## src/rtl/icpu_pkg.sv

```systemverilog
// Shared definitions for the ICPU decode stage: opcode map, kind bit
// positions, skid-buffer state encoding and the instruction width helper.
// Imported by every file in the decode slice.
package icpu_pkg;

  // Defined opcodes; wider opcode fields compare against zero-extended values
  localparam int OP_NOP  = 0;
  localparam int OP_NEW  = 1;
  localparam int OP_LINK = 2;
  localparam int OP_EVAL = 5;

  // Bit positions inside the one-hot command kind {EVAL, LINK, NEW, NOP}
  localparam int KIND_NOP  = 0;
  localparam int KIND_NEW  = 1;
  localparam int KIND_LINK = 2;
  localparam int KIND_EVAL = 3;
  localparam int KIND_W    = 4;

  // Occupancy of the two-entry skid buffer
  typedef enum logic [1:0] {
    SKID_EMPTY = 2'd0,
    SKID_ONE   = 2'd1,
    SKID_FULL  = 2'd2
  } skid_state_e;

  // Packed instruction width: opcode, destination, then NSRC source fields
  function automatic int icpu_instr_w(input int opc_w, input int reg_w, input int nsrc);
    return opc_w + reg_w * (1 + nsrc);
  endfunction

endpackage

```

## src/rtl/icpu_skid_buf.sv

```systemverilog
// Two-entry valid/ready buffer (main register plus skid register).
// Latency: a word accepted at edge t is presented on out_valid in cycle t+1.
// Backpressure: in_ready comes from registered occupancy only; drops when both entries hold data.
module icpu_skid_buf
  import icpu_pkg::*;
#(
  parameter int           W       = 8,
  parameter logic [W-1:0] RST_VAL = '0
) (
  input  logic         clk,
  input  logic         rst,
  input  logic         flush,
  input  logic         in_valid,
  output logic         in_ready,
  input  logic [W-1:0] in_data,
  output logic         out_valid,
  input  logic         out_ready,
  output logic [W-1:0] out_data
);

  skid_state_e  state_q;
  skid_state_e  state_d;
  logic [W-1:0] main_q;
  logic [W-1:0] skid_q;
  logic         accept;
  logic         deliver;
  logic         load_main_in;
  logic         load_main_skid;
  logic         load_skid;

  // in_ready never looks at out_ready, so no combinational path crosses the stage
  assign in_ready  = !rst && (state_q != SKID_FULL);
  assign out_valid = (state_q != SKID_EMPTY);
  assign out_data  = main_q;
  assign accept    = in_valid && in_ready;
  assign deliver   = out_valid && out_ready;

  // Next occupancy and register load selects; flush discards both entries
  always_comb begin
    state_d        = state_q;
    load_main_in   = 1'b0;
    load_main_skid = 1'b0;
    load_skid      = 1'b0;
    case (state_q)
      SKID_EMPTY: begin
        if (accept) begin
          state_d      = SKID_ONE;
          load_main_in = 1'b1;
        end
      end
      SKID_ONE: begin
        if (accept && deliver) begin
          load_main_in = 1'b1;
        end else if (accept) begin
          state_d   = SKID_FULL;
          load_skid = 1'b1;
        end else if (deliver) begin
          state_d = SKID_EMPTY;
        end
      end
      SKID_FULL: begin
        if (deliver) begin
          state_d        = SKID_ONE;
          load_main_skid = 1'b1;
        end
      end
      default: begin
        state_d = SKID_EMPTY;
      end
    endcase
    if (flush) begin
      state_d        = SKID_EMPTY;
      load_main_in   = 1'b0;
      load_main_skid = 1'b0;
      load_skid      = 1'b0;
    end
  end

  // Occupancy register
  always_ff @(posedge clk) begin
    if (rst) begin
      state_q <= SKID_EMPTY;
    end else begin
      state_q <= state_d;
    end
  end

  // Payload registers; the skid entry always drains into main, keeping order
  always_ff @(posedge clk) begin
    if (rst) begin
      main_q <= RST_VAL;
      skid_q <= RST_VAL;
    end else begin
      if (load_main_in) begin
        main_q <= in_data;
      end else if (load_main_skid) begin
        main_q <= skid_q;
      end
      if (load_skid) begin
        skid_q <= in_data;
      end
    end
  end

endmodule

```

## src/rtl/icpu_decode_stage.sv

```systemverilog
// Instruction decode: splits opcode/dest/sources, classifies the opcode, counts illegal words.
// Latency: one cycle from accept to out_valid; one word per cycle while out_ready is high.
// Backpressure: two-entry skid buffer; in_ready falls only when both entries are occupied.
module icpu_decode_stage
  import icpu_pkg::*;
#(
  parameter  int OPC_W   = 4,
  parameter  int REG_W   = 4,
  parameter  int NSRC    = 2,
  parameter  int CNT_W   = 16,
  localparam int INSTR_W = icpu_instr_w(OPC_W, REG_W, NSRC)
) (
  input  logic                  clk,
  input  logic                  rst,
  input  logic                  flush,
  input  logic                  in_valid,
  output logic                  in_ready,
  input  logic [INSTR_W-1:0]    in_instr,
  output logic                  out_valid,
  input  logic                  out_ready,
  output logic [OPC_W-1:0]      out_opcode,
  output logic [REG_W-1:0]      out_dest,
  output logic [NSRC*REG_W-1:0] out_src,
  output logic [3:0]            out_kind,
  output logic                  out_illegal,
  output logic [CNT_W-1:0]      illegal_cnt
);

  localparam int SRC_W = NSRC * REG_W;
  localparam int PAY_W = OPC_W + REG_W + SRC_W + KIND_W + 1;

  // Idle payload: all fields zero, kind = NOP, not illegal
  localparam logic [PAY_W-1:0] PAY_RST = {{(PAY_W - KIND_W - 1){1'b0}}, 4'b0001, 1'b0};

  logic [OPC_W-1:0]  dec_opcode;
  logic [REG_W-1:0]  dec_dest;
  logic [SRC_W-1:0]  dec_src;
  logic [KIND_W-1:0] dec_kind;
  logic              dec_illegal;
  logic [PAY_W-1:0]  in_pay;
  logic [PAY_W-1:0]  out_pay;
  logic [CNT_W-1:0]  cnt_q;

  // Field extraction and opcode classification on the incoming word.
  // src[0] sits next to dest in the packed word but lands at the LSBs of out_src.
  always_comb begin
    dec_opcode  = in_instr[INSTR_W-1 -: OPC_W];
    dec_dest    = in_instr[SRC_W +: REG_W];
    dec_src     = '0;
    for (int i = 0; i < NSRC; i++) begin
      dec_src[i*REG_W +: REG_W] = in_instr[(NSRC-1-i)*REG_W +: REG_W];
    end
    dec_kind    = '0;
    dec_illegal = 1'b0;
    case (32'(dec_opcode))
      OP_NOP:  dec_kind[KIND_NOP]  = 1'b1;
      OP_NEW:  dec_kind[KIND_NEW]  = 1'b1;
      OP_LINK: dec_kind[KIND_LINK] = 1'b1;
      OP_EVAL: dec_kind[KIND_EVAL] = 1'b1;
      default: begin
        dec_kind[KIND_NOP] = 1'b1;
        dec_illegal        = 1'b1;
      end
    endcase
  end

  assign in_pay = {dec_opcode, dec_dest, dec_src, dec_kind, dec_illegal};

  icpu_skid_buf #(
    .W       (PAY_W),
    .RST_VAL (PAY_RST)
  ) u_skid (
    .clk       (clk),
    .rst       (rst),
    .flush     (flush),
    .in_valid  (in_valid),
    .in_ready  (in_ready),
    .in_data   (in_pay),
    .out_valid (out_valid),
    .out_ready (out_ready),
    .out_data  (out_pay)
  );

  assign {out_opcode, out_dest, out_src, out_kind, out_illegal} = out_pay;

  // Count illegal words as they leave the stage; saturate instead of wrapping, survive flush
  always_ff @(posedge clk) begin
    if (rst) begin
      cnt_q <= '0;
    end else if (out_valid && out_ready && out_illegal && (cnt_q != {CNT_W{1'b1}})) begin
      cnt_q <= cnt_q + CNT_W'(1);
    end
  end

  assign illegal_cnt = cnt_q;

endmodule

```

## config.mk

```make
export PLATFORM = sky130hd
export DESIGN_NAME = icpu_decode_stage
export DESIGN_NICKNAME = d
export VERILOG_FILES = /design/src/rtl/icpu_pkg.sv /design/src/rtl/icpu_skid_buf.sv /design/src/rtl/icpu_decode_stage.sv
export SDC_FILE = /design/constraint.sdc
export NUM_CORES = 1
export LEC_CHECK = 0
export ABC_AREA = 1
export CAP_MARGIN = 40
export CELL_PAD_IN_SITES_DETAIL_PLACEMENT = 0
export CELL_PAD_IN_SITES_GLOBAL_PLACEMENT = 2
export CORE_MARGIN = 3
export CORE_UTILIZATION = 28
export CTS_CLUSTER_DIAMETER = 80
export CTS_CLUSTER_SIZE = 28
export DETAILED_ROUTE_END_ITERATION = 16
export GPL_TIMING_DRIVEN = 0
export PLACE_DENSITY_LB_ADDON = 0.15
export SKIP_LAST_GASP = 1
export SLEW_MARGIN = 10
export SYNTH_ARGS = -nofsm -noshare
export SYNTH_HDL_FRONTEND = slang
export SYNTH_HIERARCHICAL = 1
export SYNTH_SLANG_ARGS = --single-unit
```

## constraint.sdc

```tcl
create_clock -name clk -period 1.9 [get_ports clk]
set_input_delay 0.475 -clock clk [delete_from_list [all_inputs] [get_ports clk]]
set_output_delay 0.475 -clock clk [all_outputs]
set_load 0.005 [all_outputs]
```

After elaboration in Yosys (flattened, before gate mapping)

Index checks and enable logic that the tools add are counted.

Flip-flop bits (word level): 60

Add/sub/neg operators: 1
Equal/unequal tests: 11
Muxes and demuxes: 23
Reductions and logical operators: 15

Operators with widths:

| kind                    | number |
|---|---|
| $mux W21                | 2 |
| $add A16 B1 Y16 const B | 1 |
| $ne A16 B16 Y1 const B  | 1 |
| $mux W1                 | 14 |
| $mux W2                 | 5 |
| $logic_and A1 B1 Y1     | 6 |
| $pmux W2 S3             | 1 |
| $eq A4 B1 Y1 const B    | 1 |
| $eq A4 B2 Y1 const B    | 1 |
| $eq A4 B3 Y1 const B    | 1 |
| $logic_not A4 Y1        | 1 |
| $ne A2 B1 Y1 const B    | 2 |
| $ne A2 B2 Y1 const B    | 2 |
| $reduce_and A4 Y1       | 1 |
| $reduce_bool A2 Y1      | 2 |
| $reduce_or A4 Y1        | 1 |
| $ne A3 B1 Y1 const B    | 1 |
| $reduce_or A3 Y1        | 1 |
| $eq A2 B1 Y1 const B    | 1 |
| $eq A2 B2 Y1 const B    | 1 |
| $logic_not A2 Y1        | 1 |
| $pmux W1 S2             | 1 |
| $reduce_or A2 Y1        | 1 |
| $logic_not A1 Y1        | 1 |

Longest topological paths before layout

Gate-level depths: netlist of run 1.

Depth after elaboration: 8
Gate-level depth with buffers: 10

Modules after synthesis

The synthesis of run 1 kept the hierarchy.

By module, submodules not included:

| module            | instances | cells each | area each (µm²) |
|---|---|---|---|
| icpu_skid_buf     | 1         | 276        | 1,953.1 |
| icpu_decode_stage | 1         | 171        | 1,036.0 |

Least setup slack after synthesis of run 1

Ideal clock, no wire load.

Path kind: in2reg
Start: in rst
End: reg u_skid.main_q[1], in the netlist u_skid/out_data[1]
Setup time: 0.130 ns
Arrival time: 1.284 ns
Data required time: 1.770 ns
Path slack: 0.486 ns
Stages: 7
Buffers on the path: 1
Path through: inv_2 nand4_2 o21ai_2 nand2_2 buf_2 nand3_1 nand3_1

Cells in the longest elaborated chain, start to end: 8
Elaborated cells between the ends (all ways): 10
Classes of those cells: mux: 5; reduce/logical: 5

Ends and longest elaborated chain:

| item                                                  | RTL line                | RTL |
|---|---|---|
| start: declaration                                    | icpu_decode_stage.sv:14 | `input logic rst,` |
| $logic_not A1 Y1                                      | icpu_skid_buf.sv:32     | `assign in_ready = !rst && (state_q != SKID_FULL);` |
| $logic_and A1 B1 Y1                                   | icpu_skid_buf.sv:32     |  |
| $logic_and A1 B1 Y1                                   | icpu_skid_buf.sv:35     | `assign accept = in_valid && in_ready;` |
| $logic_and A1 B1 Y1                                   | icpu_skid_buf.sv:52     | `if (accept && deliver) begin` |
| $mux W1                                               | icpu_skid_buf.sv:52     |  |
| $pmux W1 S2                                           | icpu_skid_buf.sv:44     | `case (state_q)` |
| $mux W1                                               | icpu_skid_buf.sv:71     | `if (flush) begin` |
| $mux W21 / $reduce_bool A2 Y1 (equally long branches) | -                       |  |
| end signal: assignment                                | icpu_skid_buf.sv:95     | `main_q <= in_data;` |
| end signal: assignment                                | icpu_skid_buf.sv:97     | `main_q <= skid_q;` |
| end: declaration                                      | icpu_skid_buf.sv:23     | `logic [W-1:0] main_q;` |

Several ways; a longest one is shown, not always the timed one.
A chain may end at the register's enable or synchronous reset.

Worst setup path after layout of run 1

Start: in in_valid
End: reg u_skid.main_q[17], in the netlist u_skid/out_data[17]

Cells in the longest elaborated chain, start to end: 6
Elaborated cells between the ends (all ways): 8
Classes of those cells: mux: 5; reduce/logical: 3

Ends and longest elaborated chain:

| item                                                  | RTL line                | RTL |
|---|---|---|
| start: declaration                                    | icpu_decode_stage.sv:16 | `input logic in_valid,` |
| $logic_and A1 B1 Y1 (*)                               | icpu_skid_buf.sv:35     |  |
| $logic_and A1 B1 Y1                                   | icpu_skid_buf.sv:52     |  |
| $mux W1                                               | icpu_skid_buf.sv:52     |  |
| $pmux W1 S2 (*)                                       | icpu_skid_buf.sv:44     |  |
| $mux W1 (*)                                           | icpu_skid_buf.sv:71     |  |
| $mux W21 / $reduce_bool A2 Y1 (equally long branches) | -                       |  |

Mark *: on every way between the ends. The rest lies on a longest branch, timed or not.

==> results of run 1 <==
## path summary, 6_finish.rpt
| check | from | end | slack [ns] |
|---|---|---|---|
| worst max-delay path | in_valid | u_skid/out_data[17] | 0.08 |
| worst min-delay path | u_skid/out_data[14] | u_skid/out_data[14] | 0.48 |
| worst max register to register | u_skid/state_q[0] | u_skid/out_data[19] | 0.30 |
| worst min register to register | u_skid/out_data[14] | u_skid/out_data[14] | 0.48 |
## critical path, stage by stage
cell,delay (ns)
sky130_fd_sc_hd__clkdlybuf4s50_1,0.55
sky130_fd_sc_hd__nand4_2,0.17
sky130_fd_sc_hd__o21ai_2,0.26
sky130_fd_sc_hd__clkbuf_4,0.28
sky130_fd_sc_hd__nand3_1,0.09
sky130_fd_sc_hd__nand2_1,0.13
sky130_fd_sc_hd__a21oi_1,0.07
## flip-flops by register name, summed over array words and instances (netlist names)
register / cells
u_skid/state_q: 2
u_skid/skid_q: 21
u_skid/out_data: 21
illegal_cnt: 16
## cell type report
| class | instances | area share (%) |
|---|---|---|
| repair buffers | 59 | 15.0 |
| clock inverters | 4 | 1.26 |
| inverters | 50 | 4.74 |
| flip-flops and latches | 60 | 30.4 |
| plain buffers | 23 | 3.48 |
| clock buffers | 11 | 3.57 |
| multi-input cells | 314 | 37.3 |
| well taps | 136 | 4.30 |
## per-layer routing
layer	vias to the layer above	GRT usage, %	wire length (um)
met5	-	0	0
met4	0	6.68	180
met3	14	2.88	462
met2	81	23.3	3730
met1	1428	24.2	4730
li1	1590	-	-
## synth_stat cells, types with 2 or more instances
| cell | instances | area share (%) |
|---|---|---|
| sky130_fd_sc_hd__nand4_1 | 4 | 0.84 |
| sky130_fd_sc_hd__dfxtp_1 | 60 | 40 |
| sky130_fd_sc_hd__nand3_1 | 65 | 11 |
| sky130_fd_sc_hd__nor2_4 | 3 | 1.1 |
| sky130_fd_sc_hd__o21ai_0 | 10 | 1.7 |
| sky130_fd_sc_hd__nand3b_1 | 2 | 0.50 |
| sky130_fd_sc_hd__inv_2 | 3 | 0.38 |
| sky130_fd_sc_hd__nor3_1 | 3 | 0.50 |
| sky130_fd_sc_hd__nand2_1 | 109 | 14 |
| sky130_fd_sc_hd__a21oi_1 | 49 | 8.2 |
| sky130_fd_sc_hd__inv_1 | 47 | 5.9 |
| sky130_fd_sc_hd__buf_6 | 4 | 1.5 |
| sky130_fd_sc_hd__clkbuf_1 | 5 | 0.63 |
| sky130_fd_sc_hd__buf_2 | 12 | 2.0 |
| sky130_fd_sc_hd__nand2_2 | 2 | 0.42 |
| sky130_fd_sc_hd__nor2_1 | 43 | 5.4 |
| sky130_fd_sc_hd__o21ai_1 | 13 | 2.2 |
## per-stage QoR
step / util [%] / setup TNS, ns / worst slack [ns] / instances / power, uW
after detailed placement: 36.2 / -23.49 / -0.598 / 642 / 1600
final: 38.2 / 0 / 0.0814 / 657 / 2720
after CTS: 38.1 / 0 / 0.0220 / 657 / 2780
after global routing: 38.2 / -0.682 / -0.0702 / 657 / 2860
after floorplan: - / 0 / 0.486 / 447 / 1450
after global placement: 36.2 / -22.56 / -0.563 / 642 / 1590
## cells in the final DEF, fill, tap and decap left out, types with 4 or more instances in the layout
| cell | n |
|---|---|
| sky130_fd_sc_hd__a21oi_1 | 49 |
| sky130_fd_sc_hd__buf_2 | 11 |
| sky130_fd_sc_hd__buf_6 | 4 |
| sky130_fd_sc_hd__clkbuf_1 | 6 |
| sky130_fd_sc_hd__clkbuf_8 | 10 |
| sky130_fd_sc_hd__clkdlybuf4s50_1 | 56 |
| sky130_fd_sc_hd__dfxtp_1 | 59 |
| sky130_fd_sc_hd__inv_1 | 47 |
| sky130_fd_sc_hd__nand2_1 | 108 |
| sky130_fd_sc_hd__nand3_1 | 65 |
| sky130_fd_sc_hd__nand4_1 | 4 |
| sky130_fd_sc_hd__nor2_1 | 40 |
| sky130_fd_sc_hd__nor2_2 | 4 |
| sky130_fd_sc_hd__o21ai_0 | 10 |
| sky130_fd_sc_hd__o21ai_1 | 13 |
## power groups by stage
stage | logic, uW | registers [uW] | clock network (uW)
2_1_floorplan | 120 | 1330 | 0
3_3_place_gp | 264 | 1330 | 0
3_5_place_dp | 266 | 1330 | 0
4_1_cts | 267 | 1300 | 1210
5_1_grt | 295 | 1300 | 1270
6_report | 263 | 1300 | 1160
## cell families after synthesis
kind of cell,after synthesis,synth area share [%]
simple gates,238,35.8
compound gates,75,12.8
buf+inv,73,10.8
flops,60,40.2
fa+ha+maj,1,0.419
==> run summary, run 1 <==
The maximum fanout along the worst path came out at 10. Flip-flop and latch count after synthesis: 60. The average detailed-routed wire length per instance was 13.9 um; the post-route minimum period was 1.82 ns. In this run the static leakage power is 0.00166 uW.

The logs give 0 for the initial antenna violation count and 4 for the total iterations of the first detailed-routing run. Along the worst hold path, the cell count comes to 2. The core region is 10400 um^2. After clock tree synthesis, the clock-pin slew on the worst setup and hold paths is 0.07 ns.

The run gives 9 as the number of buffers added by the clock tree synthesis step. The switching part of the total power is 25.0%. The count of flip-flops with a built-in enable after synthesis came out at 0. The internal portion of total power is 2040 uW, and the final weighted congestion in routability-driven placement is 0.750.

Per report_power, the clock group accounts for 42.6% of the total. The number of cells produced by synthesis was 447; the number of placement rows was 37. Clock skew on the completed layout was measured at 0.00698 ns. Clock tree synthesis found a total of 60 sinks.

Using the TritonRoute via totals, the vias-per-cell ratio works out to 4.74. TritonCTS built the clock tree. The logs give 0 for the final antenna diode count and 0 for the number of pins exceeding their max-slew limit in the final report.

For the hold slack, the log shows 0.483 ns. The tools report the max-cap violation count as 0. In the synthesized netlist the dominant register cell turns out to be sky130_fd_sc_hd__dfxtp_1.

The first routing iteration left 145 violations. In this run the tool buffered the top-level ports with 59 buffer cells. Type of element capturing the critical path: a flip-flop. The data arrival at the endpoint of the critical path was 2.02 ns. For this run, the post-layout net count is 539. The power per cell area is 689 nW/um^2.

The worst setup path is launched from an input port. For this block, the routed nets add up to 9100 um of wire. Synthesis produced a netlist with a net count of 469. The first global-routing pass estimated 15100 um of wire. Yosys warning count: 6.

The cell area after synthesis came out at 2990 um^2. For the post-route antenna net violation count, the log shows 0. The portion of total power attributed to sequential cells was 47.7%. The run gives 0 as the final-report setup violation count. The die outline height was 109 um.

Setup repair after global routing could not meet its margin everywhere. The H-tree generated during clock tree synthesis spans 3 levels. The flow ran to the end, and the final reports show no timing, DRC or antenna violations.

The number of different library cells used by synthesis comes to 30. The worst slew slack as a fraction of its limit came out at 62.7%. The tools report the final-report hold violation count as 0. Sequential elements use 40.2% of the synthesized area. The die is 109 um wide. Across the VDD grid, the largest voltage drop is 356 uV. Detailed placement finished with a half-perimeter wire length of 6650 um. The tools report the total of fill cells in the finished design as 1165. For this run the aggregate overflow at the end of global routing stands at 0. Summed over all nets, the switching power comes to 682 uW. The number of hold buffers added after CTS was 0. In the finished design, the share of the clock period the worst path needs comes to 95.7%. Required time of the critical path: 2.10 ns. The root buffer cell is sky130_fd_sc_hd__clkbuf_8. The placed instance area is 3750 um^2, and the relative area change from synthesis to final layout is 32.4%. The initial utilization of the core area, before any placement, comes to 28.8%. In the final layout, the share of cells above drive strength 1 is 9.98%. For the final non-filler cell area, the log shows 3960 um^2. The logs give 1200 um^2 for the sequential cell area and 16.4% for the global router's overall resource usage. For this run, asynchronously set or reset flops after synthesis account for 0%. At the pin with the least slew margin, the transition time is 0.559 ns.

In this run, post-CTS repair resized a total of 7 instances. The clock passes through at most 2 buffers. Entering global routing, the biggest net connects 11 pins.

For the number of ports placed on the die boundary, the log shows 60. The logs give 12000 um^2 for the total die area and 3113 for the via total after detailed routing. After detailed routing, the number of remaining DRC violations is 0.

The tightest min-delay check is of the reg2reg type. The depth of the worst register-to-register path came out at 10. After clock tree synthesis, the setup repair step added 0 buffers. Summing all multi-input logic gate instances after layout gives 1480 um^2.

The via count of the first global-routing pass was 2955. The clock reaches the later pin of the worst-skew pair after 0.34 ns. By startpoint and endpoint, the worst setup path is classified as in2reg. Based on the critical path, the design can be clocked at up to 550 MHz. The mean post-synth cell area is 6.69 um^2, and the fraction of power consumed by combinational cells is 9.7%.
(Power assumes the default switching activity.)
==> run 2, diff against run 1 <==
CTS_CLUSTER_DIAMETER = 120   (was 80)
==> results of run 2 <==
Final layout, timing and power as in run 1 (identical DEF).
